$ cat src/rtl/toast_ex_muldiv_stage.sv
// Toast execute stage: single-cycle ALU plus an iterative RV32M multiply/divide
// unit. M ops hold the upstream pipeline through EX_stall_o while they iterate.
//
// ALU control encoding:
//   0 ADD, 1 SUB, 2 SLL, 3 SLT, 4 SLTU, 5 XOR, 6 SRL, 7 SRA,
//   8 OR, 9 AND, 10 EQ (op1 == op2), 11 pass op2, others give 0.
// A non-zero ID_branch_op_i marks a conditional branch.
module toast_ex_muldiv_stage #(
  parameter int DATA_WIDTH = 32,
  parameter bit MD_ENABLE  = 1'b1
) (
  input  logic                  clk_i,
  input  logic                  resetn_i,
  input  logic                  flush_i,
  input  logic                  ID_md_en_i,
  input  logic [2:0]            ID_md_op_i,
  input  logic [3:0]            ID_alu_ctrl_i,
  input  logic [1:0]            ID_alu_source_sel_i,
  input  logic                  ID_jump_en_i,
  input  logic [1:0]            ID_branch_op_i,
  input  logic                  ID_branch_flag_i,
  input  logic [1:0]            forwardA_i,
  input  logic [1:0]            forwardB_i,
  input  logic [DATA_WIDTH-1:0] WB_rd_wr_data_i,
  input  logic [DATA_WIDTH-1:0] ID_pc_i,
  input  logic [DATA_WIDTH-1:0] ID_rs1_data_i,
  input  logic [DATA_WIDTH-1:0] ID_rs2_data_i,
  input  logic [DATA_WIDTH-1:0] ID_imm1_i,
  input  logic [DATA_WIDTH-1:0] ID_imm2_i,
  input  logic [DATA_WIDTH-1:0] ID_pc_dest_i,
  input  logic                  ID_mem_wr_en_i,
  input  logic                  ID_mem_rd_en_i,
  input  logic                  ID_memtoreg_i,
  input  logic                  ID_rd_wr_en_i,
  input  logic                  ID_exception_i,
  input  logic [3:0]            ID_mem_op_i,
  input  logic [4:0]            ID_rd_addr_i,
  input  logic [4:0]            ID_rs2_addr_i,
  output logic                  EX_stall_o,
  output logic                  EX_mem_wr_en_o,
  output logic                  EX_mem_rd_en_o,
  output logic                  EX_memtoreg_o,
  output logic                  EX_rd_wr_en_o,
  output logic                  EX_exception_o,
  output logic                  EX_branch_en_o,
  output logic [3:0]            EX_mem_op_o,
  output logic [4:0]            EX_rd_addr_o,
  output logic [4:0]            EX_rs2_addr_o,
  output logic [DATA_WIDTH-1:0] EX_alu_result_o,
  output logic [DATA_WIDTH-1:0] EX_rs2_data_o,
  output logic [DATA_WIDTH-1:0] EX_pc_dest_o
);

  localparam int W  = DATA_WIDTH;
  localparam int CW = $clog2(W);
  localparam logic [W-1:0] MOST_NEG = {1'b1, {(W-1){1'b0}}};

  localparam logic [3:0] ALU_ADD = 4'd0, ALU_SUB = 4'd1, ALU_SLL = 4'd2, ALU_SLT = 4'd3;
  localparam logic [3:0] ALU_SLTU = 4'd4, ALU_XOR = 4'd5, ALU_SRL = 4'd6, ALU_SRA = 4'd7;
  localparam logic [3:0] ALU_OR = 4'd8, ALU_AND = 4'd9, ALU_EQ = 4'd10, ALU_PASS_B = 4'd11;

  // Everything that travels from ID/EX to EX/MEM unchanged
  typedef struct packed {
    logic         mem_wr_en;
    logic         mem_rd_en;
    logic         memtoreg;
    logic         rd_wr_en;
    logic         exception;
    logic [3:0]   mem_op;
    logic [4:0]   rd_addr;
    logic [4:0]   rs2_addr;
    logic [W-1:0] rs2_data;
    logic [W-1:0] pc_dest;
  } fields_t;

  logic [W-1:0] alu_result_q, alu_result_d;
  logic         branch_en_q, branch_en_d;
  fields_t      out_q, out_d;

  // Forwarding muxes for both register operands
  logic [W-1:0] rs_data [2];
  logic [1:0]   fwd_sel [2];
  logic [W-1:0] fwd_val [2];
  assign rs_data[0] = ID_rs1_data_i;
  assign rs_data[1] = ID_rs2_data_i;
  assign fwd_sel[0] = forwardA_i;
  assign fwd_sel[1] = forwardB_i;

  for (genvar gi = 0; gi < 2; gi++) begin : g_fwd
    assign fwd_val[gi] = (fwd_sel[gi] == 2'b10) ? alu_result_q :
                         (fwd_sel[gi] == 2'b01) ? WB_rd_wr_data_i : rs_data[gi];
  end

  logic [W-1:0] op1, op2, alu_res;
  logic         branch_taken;
  fields_t      id_fields;
  logic [CW-1:0] shamt;

  // Operand selection, ALU and branch resolution
  always_comb begin
    op1 = ID_alu_source_sel_i[1] ? ID_imm1_i : fwd_val[0];
    op2 = ID_alu_source_sel_i[0] ? ID_imm2_i : fwd_val[1];
    if (ID_jump_en_i) begin
      op1 = ID_imm1_i;
      op2 = W'(4);
    end
    shamt = op2[CW-1:0];
    alu_res = '0;
    case (ID_alu_ctrl_i)
      ALU_ADD:    alu_res = op1 + op2;
      ALU_SUB:    alu_res = op1 - op2;
      ALU_SLL:    alu_res = op1 << shamt;
      ALU_SLT:    alu_res = W'($signed(op1) < $signed(op2));
      ALU_SLTU:   alu_res = W'(op1 < op2);
      ALU_XOR:    alu_res = op1 ^ op2;
      ALU_SRL:    alu_res = op1 >> shamt;
      ALU_SRA:    alu_res = $unsigned($signed(op1) >>> shamt);
      ALU_OR:     alu_res = op1 | op2;
      ALU_AND:    alu_res = op1 & op2;
      ALU_EQ:     alu_res = W'(op1 == op2);
      ALU_PASS_B: alu_res = op2;
      default:    alu_res = '0;
    endcase
    branch_taken = (ID_branch_op_i != 2'b00) && !ID_jump_en_i &&
                   ((alu_res == W'(1)) ^ ID_branch_flag_i);
    id_fields = '{mem_wr_en: ID_mem_wr_en_i, mem_rd_en: ID_mem_rd_en_i,
                  memtoreg: ID_memtoreg_i, rd_wr_en: ID_rd_wr_en_i,
                  exception: ID_exception_i, mem_op: ID_mem_op_i,
                  rd_addr: ID_rd_addr_i, rs2_addr: ID_rs2_addr_i,
                  rs2_data: fwd_val[1], pc_dest: ID_pc_dest_i};
  end

  logic         md_busy;    // issuing or iterating: upstream must hold
  logic         md_done;    // result ready to be written this cycle
  logic [W-1:0] md_result;
  fields_t      md_fields;

  if (MD_ENABLE) begin : g_md
    typedef enum logic [1:0] {S_IDLE, S_MUL, S_DIV, S_DONE} state_t;
    localparam logic [CW-1:0] CNT_LAST = CW'(W - 1);

    state_t        state_q, state_d;
    logic [CW-1:0] cnt_q, cnt_d;
    logic [2*W-1:0] acc_q, acc_d;   // MUL: {hi, multiplier}; DIV: {remainder, quotient}
    logic [W-1:0]  opb_q, opb_d;    // multiplicand or divisor magnitude
    logic [2:0]    op_q, op_d;
    logic          neg_res_q, neg_res_d, neg_rem_q, neg_rem_d;
    fields_t       fields_q, fields_d;

    logic         sgn_a, sgn_b, a_neg, b_neg, div_zero, div_ovf, issue;
    logic [W-1:0] a_mag, b_mag;
    logic [W:0]   mul_sum, div_shift, div_diff;
    logic [2*W-1:0] prod;
    logic [W-1:0] quo, rem;

    // Issue decode, iteration step and next-state logic
    always_comb begin
      sgn_a = (ID_md_op_i == 3'd1) || (ID_md_op_i == 3'd2) ||
              (ID_md_op_i == 3'd4) || (ID_md_op_i == 3'd6);
      sgn_b = (ID_md_op_i == 3'd1) || (ID_md_op_i == 3'd4) || (ID_md_op_i == 3'd6);
      a_neg = sgn_a && fwd_val[0][W-1];
      b_neg = sgn_b && fwd_val[1][W-1];
      a_mag = a_neg ? -fwd_val[0] : fwd_val[0];
      b_mag = b_neg ? -fwd_val[1] : fwd_val[1];
      div_zero = ID_md_op_i[2] && (fwd_val[1] == '0);
      div_ovf  = ID_md_op_i[2] && !ID_md_op_i[0] &&
                 (fwd_val[0] == MOST_NEG) && (fwd_val[1] == '1);
      issue = (state_q == S_IDLE) && ID_md_en_i && !flush_i;

      mul_sum   = {1'b0, acc_q[2*W-1:W]} + (acc_q[0] ? {1'b0, opb_q} : '0);
      div_shift = {acc_q[2*W-1:W], acc_q[W-1]};
      div_diff  = div_shift - {1'b0, opb_q};

      state_d   = state_q;
      cnt_d     = cnt_q;
      acc_d     = acc_q;
      opb_d     = opb_q;
      op_d      = op_q;
      neg_res_d = neg_res_q;
      neg_rem_d = neg_rem_q;
      fields_d  = fields_q;

      case (state_q)
        S_IDLE: begin
          if (issue) begin
            op_d      = ID_md_op_i;
            fields_d  = id_fields;
            cnt_d     = '0;
            neg_res_d = a_neg ^ b_neg;
            neg_rem_d = a_neg;
            if (div_zero) begin
              // Quotient all-ones, remainder is the raw dividend
              acc_d     = {fwd_val[0], {W{1'b1}}};
              neg_res_d = 1'b0;
              neg_rem_d = 1'b0;
              state_d   = S_DONE;
            end else if (div_ovf) begin
              acc_d     = {{W{1'b0}}, MOST_NEG};
              neg_res_d = 1'b0;
              neg_rem_d = 1'b0;
              state_d   = S_DONE;
            end else if (ID_md_op_i[2]) begin
              acc_d   = {{W{1'b0}}, a_mag};
              opb_d   = b_mag;
              state_d = S_DIV;
            end else begin
              acc_d   = {{W{1'b0}}, b_mag};
              opb_d   = a_mag;
              state_d = S_MUL;
            end
          end
        end
        S_MUL, S_DIV: begin
          if (state_q == S_MUL) begin
            acc_d = {mul_sum, acc_q[W-1:1]};
          end else if (div_diff[W]) begin
            acc_d = {div_shift[W-1:0], acc_q[W-2:0], 1'b0};
          end else begin
            acc_d = {div_diff[W-1:0], acc_q[W-2:0], 1'b1};
          end
          cnt_d = cnt_q + 1'b1;
          if (cnt_q == CNT_LAST) state_d = S_DONE;
        end
        default: state_d = S_IDLE;
      endcase
      if (flush_i) state_d = S_IDLE;
    end

    // Sign correction and result selection in DONE
    always_comb begin
      prod = neg_res_q ? -acc_q : acc_q;
      quo  = neg_res_q ? -acc_q[W-1:0] : acc_q[W-1:0];
      rem  = neg_rem_q ? -acc_q[2*W-1:W] : acc_q[2*W-1:W];
      case (op_q)
        3'd0:                md_result = prod[W-1:0];
        3'd1, 3'd2, 3'd3:    md_result = prod[2*W-1:W];
        3'd4, 3'd5:          md_result = quo;
        default:             md_result = rem;
      endcase
    end

    // Mul/div state and datapath registers
    always_ff @(posedge clk_i) begin
      if (!resetn_i) begin
        state_q   <= S_IDLE;
        cnt_q     <= '0;
        acc_q     <= '0;
        opb_q     <= '0;
        op_q      <= '0;
        neg_res_q <= 1'b0;
        neg_rem_q <= 1'b0;
        fields_q  <= '0;
      end else begin
        state_q   <= state_d;
        cnt_q     <= cnt_d;
        acc_q     <= acc_d;
        opb_q     <= opb_d;
        op_q      <= op_d;
        neg_res_q <= neg_res_d;
        neg_rem_q <= neg_rem_d;
        fields_q  <= fields_d;
      end
    end

    assign md_busy   = ((state_q == S_IDLE) && ID_md_en_i) ||
                       (state_q == S_MUL) || (state_q == S_DIV);
    assign md_done   = (state_q == S_DONE);
    assign md_fields = fields_q;
  end else begin : g_no_md
    assign md_busy   = 1'b0;
    assign md_done   = 1'b0;
    assign md_result = '0;
    assign md_fields = '0;
  end

  assign EX_stall_o = resetn_i && !flush_i && md_busy;

  // EX/MEM register next values: flush, M result, bubble or normal ALU op
  always_comb begin
    out_d        = out_q;
    alu_result_d = alu_result_q;
    branch_en_d  = branch_en_q;
    if (flush_i || (md_busy && !md_done)) begin
      out_d.mem_wr_en = 1'b0;
      out_d.mem_rd_en = 1'b0;
      out_d.memtoreg  = 1'b0;
      out_d.rd_wr_en  = 1'b0;
      out_d.exception = 1'b0;
      branch_en_d     = 1'b0;
      if (flush_i) alu_result_d = '0;
    end else if (md_done) begin
      out_d        = md_fields;
      alu_result_d = md_result;
      branch_en_d  = 1'b0;
    end else begin
      out_d        = id_fields;
      alu_result_d = alu_res;
      branch_en_d  = branch_taken;
      // Only reachable without the mul/div unit: M op becomes an exception
      if (ID_md_en_i) begin
        out_d.exception = 1'b1;
        out_d.rd_wr_en  = 1'b0;
        branch_en_d     = 1'b0;
      end
    end
  end

  // EX/MEM pipeline register; reset clears everything including pc_dest
  always_ff @(posedge clk_i) begin
    if (!resetn_i) begin
      out_q        <= '0;
      alu_result_q <= '0;
      branch_en_q  <= 1'b0;
    end else begin
      out_q        <= out_d;
      alu_result_q <= alu_result_d;
      branch_en_q  <= branch_en_d;
    end
  end

  assign EX_mem_wr_en_o  = out_q.mem_wr_en;
  assign EX_mem_rd_en_o  = out_q.mem_rd_en;
  assign EX_memtoreg_o   = out_q.memtoreg;
  assign EX_rd_wr_en_o   = out_q.rd_wr_en;
  assign EX_exception_o  = out_q.exception;
  assign EX_branch_en_o  = branch_en_q;
  assign EX_mem_op_o     = out_q.mem_op;
  assign EX_rd_addr_o    = out_q.rd_addr;
  assign EX_rs2_addr_o   = out_q.rs2_addr;
  assign EX_alu_result_o = alu_result_q;
  assign EX_rs2_data_o   = out_q.rs2_data;
  assign EX_pc_dest_o    = out_q.pc_dest;

endmodule
$ cat config.mk
export PLATFORM = sky130hd
export DESIGN_NAME = toast_ex_muldiv_stage
export DESIGN_NICKNAME = d
export VERILOG_FILES = /design/src/rtl/toast_ex_muldiv_stage.sv
export SDC_FILE = /design/constraint.sdc
export NUM_CORES = 2
export LEC_CHECK = 0
export ABC_CLOCK_PERIOD_IN_PS = 15450
export CAP_MARGIN = 20
export CELL_PAD_IN_SITES_DETAIL_PLACEMENT = 1
export CELL_PAD_IN_SITES_GLOBAL_PLACEMENT = 1
export CORE_ASPECT_RATIO = 0.7
export CORE_MARGIN = 2
export CORE_UTILIZATION = 25
export DETAILED_ROUTE_END_ITERATION = 7
export GPL_TIMING_DRIVEN = 0
export PLACE_DENSITY_LB_ADDON = 0.1
export REMOVE_ABC_BUFFERS = 1
export SYNTH_ARGS = -nofsm -noshare
export SYNTH_HDL_FRONTEND = slang
export SYNTH_SLANG_ARGS = --single-unit
$ cat constraint.sdc
create_clock -name clk_i -period 15.45 [get_ports clk_i]
set_clock_uncertainty 0.05 [all_clocks]
set_input_delay 3.09 -clock clk_i [delete_from_list [all_inputs] [get_ports clk_i]]
set_output_delay 3.09 -clock clk_i [all_outputs]
set_load 0.02 [all_outputs]
==> results.py <==
metrics = {
    "floorplan": {
        "ios": 381,
        "die_area_um2": 139000,
        "row_count": 113,
        "dieHeight_um": 313,
        "start_util_pct": 25.2,
        "core_area_um2": 135000,
        "die_x_um": 445,
    },
    "timing": {
        "fin_ws_ns": 3.36,
        "worst_pin_slew_ns": 1.26,
        "finalSetupViolations": 0,
        "finalSetupTns_ns": 0,
        "slew_viol_final": 0,
        "hold_ws_ns": 0.416,
        "grt_setup_unrepaired": "false",
        "hold_violations": 0,
        "relSlewSlack_pct": 15.8,
        "max_clock_freq_ghz": 0.0827,
        "period_needed_ns": 12.09,
        "period_share_pct": 78.3,
    },
    "global_routing": {
        "overflow": 0,
        "grt_max_degree": 125,
        "met2_usage_pct": 42.0,
        "grt_use_met1_pct": 48.9,
        "grt_busiest_layer": "met1",
        "track_usage_pct": 31.5,
        "antenna_found_initial": 21,
        "met3_usage_pct": 7.66,
        "grt_pass1_wl_um": 316000,
        "first_global_vias": 38900,
    },
    "clocking": {
        "numClockSinks": 307,
        "cts_hold_buffers": 0,
        "postCtsSetupBuffers": 0,
        "cts_inserted_buffers": 42,
        "cts_max_path_buffers": 3,
        "ctsResizeCount": 0,
        "cts_root_buf": "clkbuf_16",
        "cts_tree": "done",
        "htreeDepth": 2,
        "clkSlewWorstSetupHoldPaths_ns": 0.06,
        "clk_latency_ns": 0.70,
    },
    "routing": {
        "vias_per_cell": 6.02,
        "wl_um": 228000,
        "wl_per_cell_um": 33.7,
        "drc_errors": 0,
        "ant_nets": 0,
        "vias": 40900,
        "drt_first_pass_iters": 6,
        "drtIter0Drc": 4734,
    },
    "critical_path": {
        "worstSetupEndpointType": "flop",
        "worst-path-max-fanout": 69,
        "worstPathArrival_ns": 12.65,
        "slowest_delay_ns": 1.00,
        "crit_top_cell": "buf_2",
        "cp_cell_sequence": "buf_2, buf_12, nand2b_2, buf_12, o221ai_2, o21a_4, ha_1, inv_1, o311ai_0, o211ai_1, o31ai_1, buf_2, a211oi_1, a21boi_0, a221o_1, a2111oi_0, nand4b_1, nor4_1, buf_2, nand2_1, or3_1, a21oi_1",
        "cp-start-kind": "input port",
        "setup.worst_path.class": "input port to flop",
        "required_ns": 16.01,
        "crit_slowest_cell": "a211oi_1",
    },
    "place": {
        "port_buffers": 348,
        "pre_cts_ws_ns": 3.10,
        "dp_hpwl_um": 182000,
        "place_area_um2": 40200,
        "place.gp.congestion": 0.996,
    },
    "synthesis": {
        "ys_seq_area_share_pct": 18.0,
        "postSynthRegisterBits": 307,
        "netlist_area_um2": 34100,
        "synth_enable_flop_cells": 0,
        "postSynthCellCount": 4844,
        "ys.flop_type": "dfxtp_1",
        "synth_cell_type_count": 104,
        "synthArstFlopShare_pct": 0,
        "synth_warnings": 0,
        "syn_avg_cell_area_um2": 7.04,
    },
    "finish": {
        "drive_gt1_share_pct": 7.28,
        "fin_nets": 5420,
        "final_area_um2": 41800,
        "syn_to_final_growth_pct": 22.6,
        "num-fill-cells": 16400,
    },
    "power": {
        "vdd_drop_max_mv": 0.0857,
        "p_leak_uw": 0.0155,
        "power_density_nw_per_um2": 88.7,
    },
    "hold_path": {
        "hp-class": "flop to flop",
    },
    "job": {
        "drv_cap": 0,
    },
    "outcome": {
        "status": "finished, final reports clean",
    },
}
==> worst max-delay path, delay by kind of cell <==
family,cells,cell delay [ns]
buf+inv,6,1.83
compound gates,10,5.39
fa+ha+maj,1,0.48
simple gates,5,1.68
==> routing by layer <==
layer,up-vias,wire length (um)
met1,20800,115000
met2,1741,86700
li1,18100,-
met5,-,86
met4,12,6480
met3,244,20500
==> through the flow <==
step / instances / total power, uW / utilization, %
floorplan: 4460 / 1760 / -
global placement: 6590 / 2510 / 28.2
detailed placement: 6698 / 2560 / 29.7
CTS: 6770 / 3680 / 30.8
finish: 6789 / 3700 / 30.9
global route: 6780 / 3840 / 30.8
==> power by group <==
part | internal (uW) | total (uW) | switching (uW)
sequential | 841 | 894 | 52.4
clock | 626 | 1090 | 463
combinational | 558 | 1720 | 1160
total | 2030 | 3700 | 1680
==> kinds of logic after synthesis <==
family,Yosys count,synth area share [%]
flip-flops,307,18.0
AND/OR/NAND/NOR,1689,23.5
adder cells (fa/ha/maj),187,6.95
multiplexers,234,6.96
buffers and inverters,557,6.64
AO/OA/AOI/OAI,1669,32.8
XOR/XNOR,201,5.19
==> flip-flops by register name, indices dropped and copies added, names as in the netlist, 2 cells and up <==
signal and cells:
g_md.state_q 2, EX_rs2_data_o 32, EX_alu_result_o 32, g_md.cnt_q 5, EX_pc_dest_o 32, g_md.fields_q 83, g_md.opb_q 32, EX_rs2_addr_o 5
g_md.acc_q 64, EX_rd_addr_o 5, EX_mem_op_o 4, g_md.op_q 3
==> cells in the mapped netlist, drive strengths merged (85+ instances only) <==
cell type	count	area share [%]
clkbuf	273	3.0
mux2i	210	6.2
o221ai	95	2.5
o21ai	357	5.3
dfxtp	307	18
ha	183	6.7
xnor2	124	3.2
a21oi	398	5.9
a211oi	145	3.2
buf	111	1.7
inv	171	1.9
nand2	527	5.8
a21boi	85	1.9
nor3	185	2.9
nor2	466	5.2
==> cell type report <==
type	count	area (um^2)	share of cell area, %
Tap cell	1782	2230	5.34
Inverter	173	661	1.58
Clock inverter	13	262	0.626
Timing Repair Buffer	465	5320	12.7
Clock buffer	59	1190	2.86
Multi-Input combinational cell	3980	25900	62.1
Sequential cell	307	6150	14.7
Antenna cell	10	25.0	0.0599
==> path summary, 6_finish.rpt <==
path	startpoint	end	slack, ns	depth (start not counted)
worst min-delay path	g_md.fields_q[10]	g_md.fields_q[10]	0.42	2
worst max-delay path	forwardB_i[0]	EX_branch_en_o	3.36	22
worst max register to register	EX_alu_result_o[0]	EX_branch_en_o	6.36	20
worst min register to register	g_md.fields_q[10]	g_md.fields_q[10]	0.42	2
==> placed cells by master, fill, tap and decap left out, types with 26 or more instances in the layout <==
cell type and count:
nand2_1 525, nor2_1 455, a21oi_1 395, o21ai_0 338, clkdlybuf4s50_1 338, dfxtp_1 306
mux2i_1 210, ha_1 180, nor3_1 174, inv_1 166, a211oi_1 144, xnor2_1 124
a21boi_0 84, o221ai_1 81, nand3_1 79, xor2_1 76, o211ai_1 72, and2_1 72
nor2b_1 67, a21o_1 49, a31oi_1 47, o22ai_1 46, o31ai_1 43, clkbuf_16 43
a221oi_1 37, nor4_1 36, nand4_1 36, or3_1 34, nand2b_1 33, or2_2 30
a22oi_1 29, buf_4 29, buf_12 27, o211a_1 26, and3_1 26
Note: power is estimated with default switching activity, not from simulation.
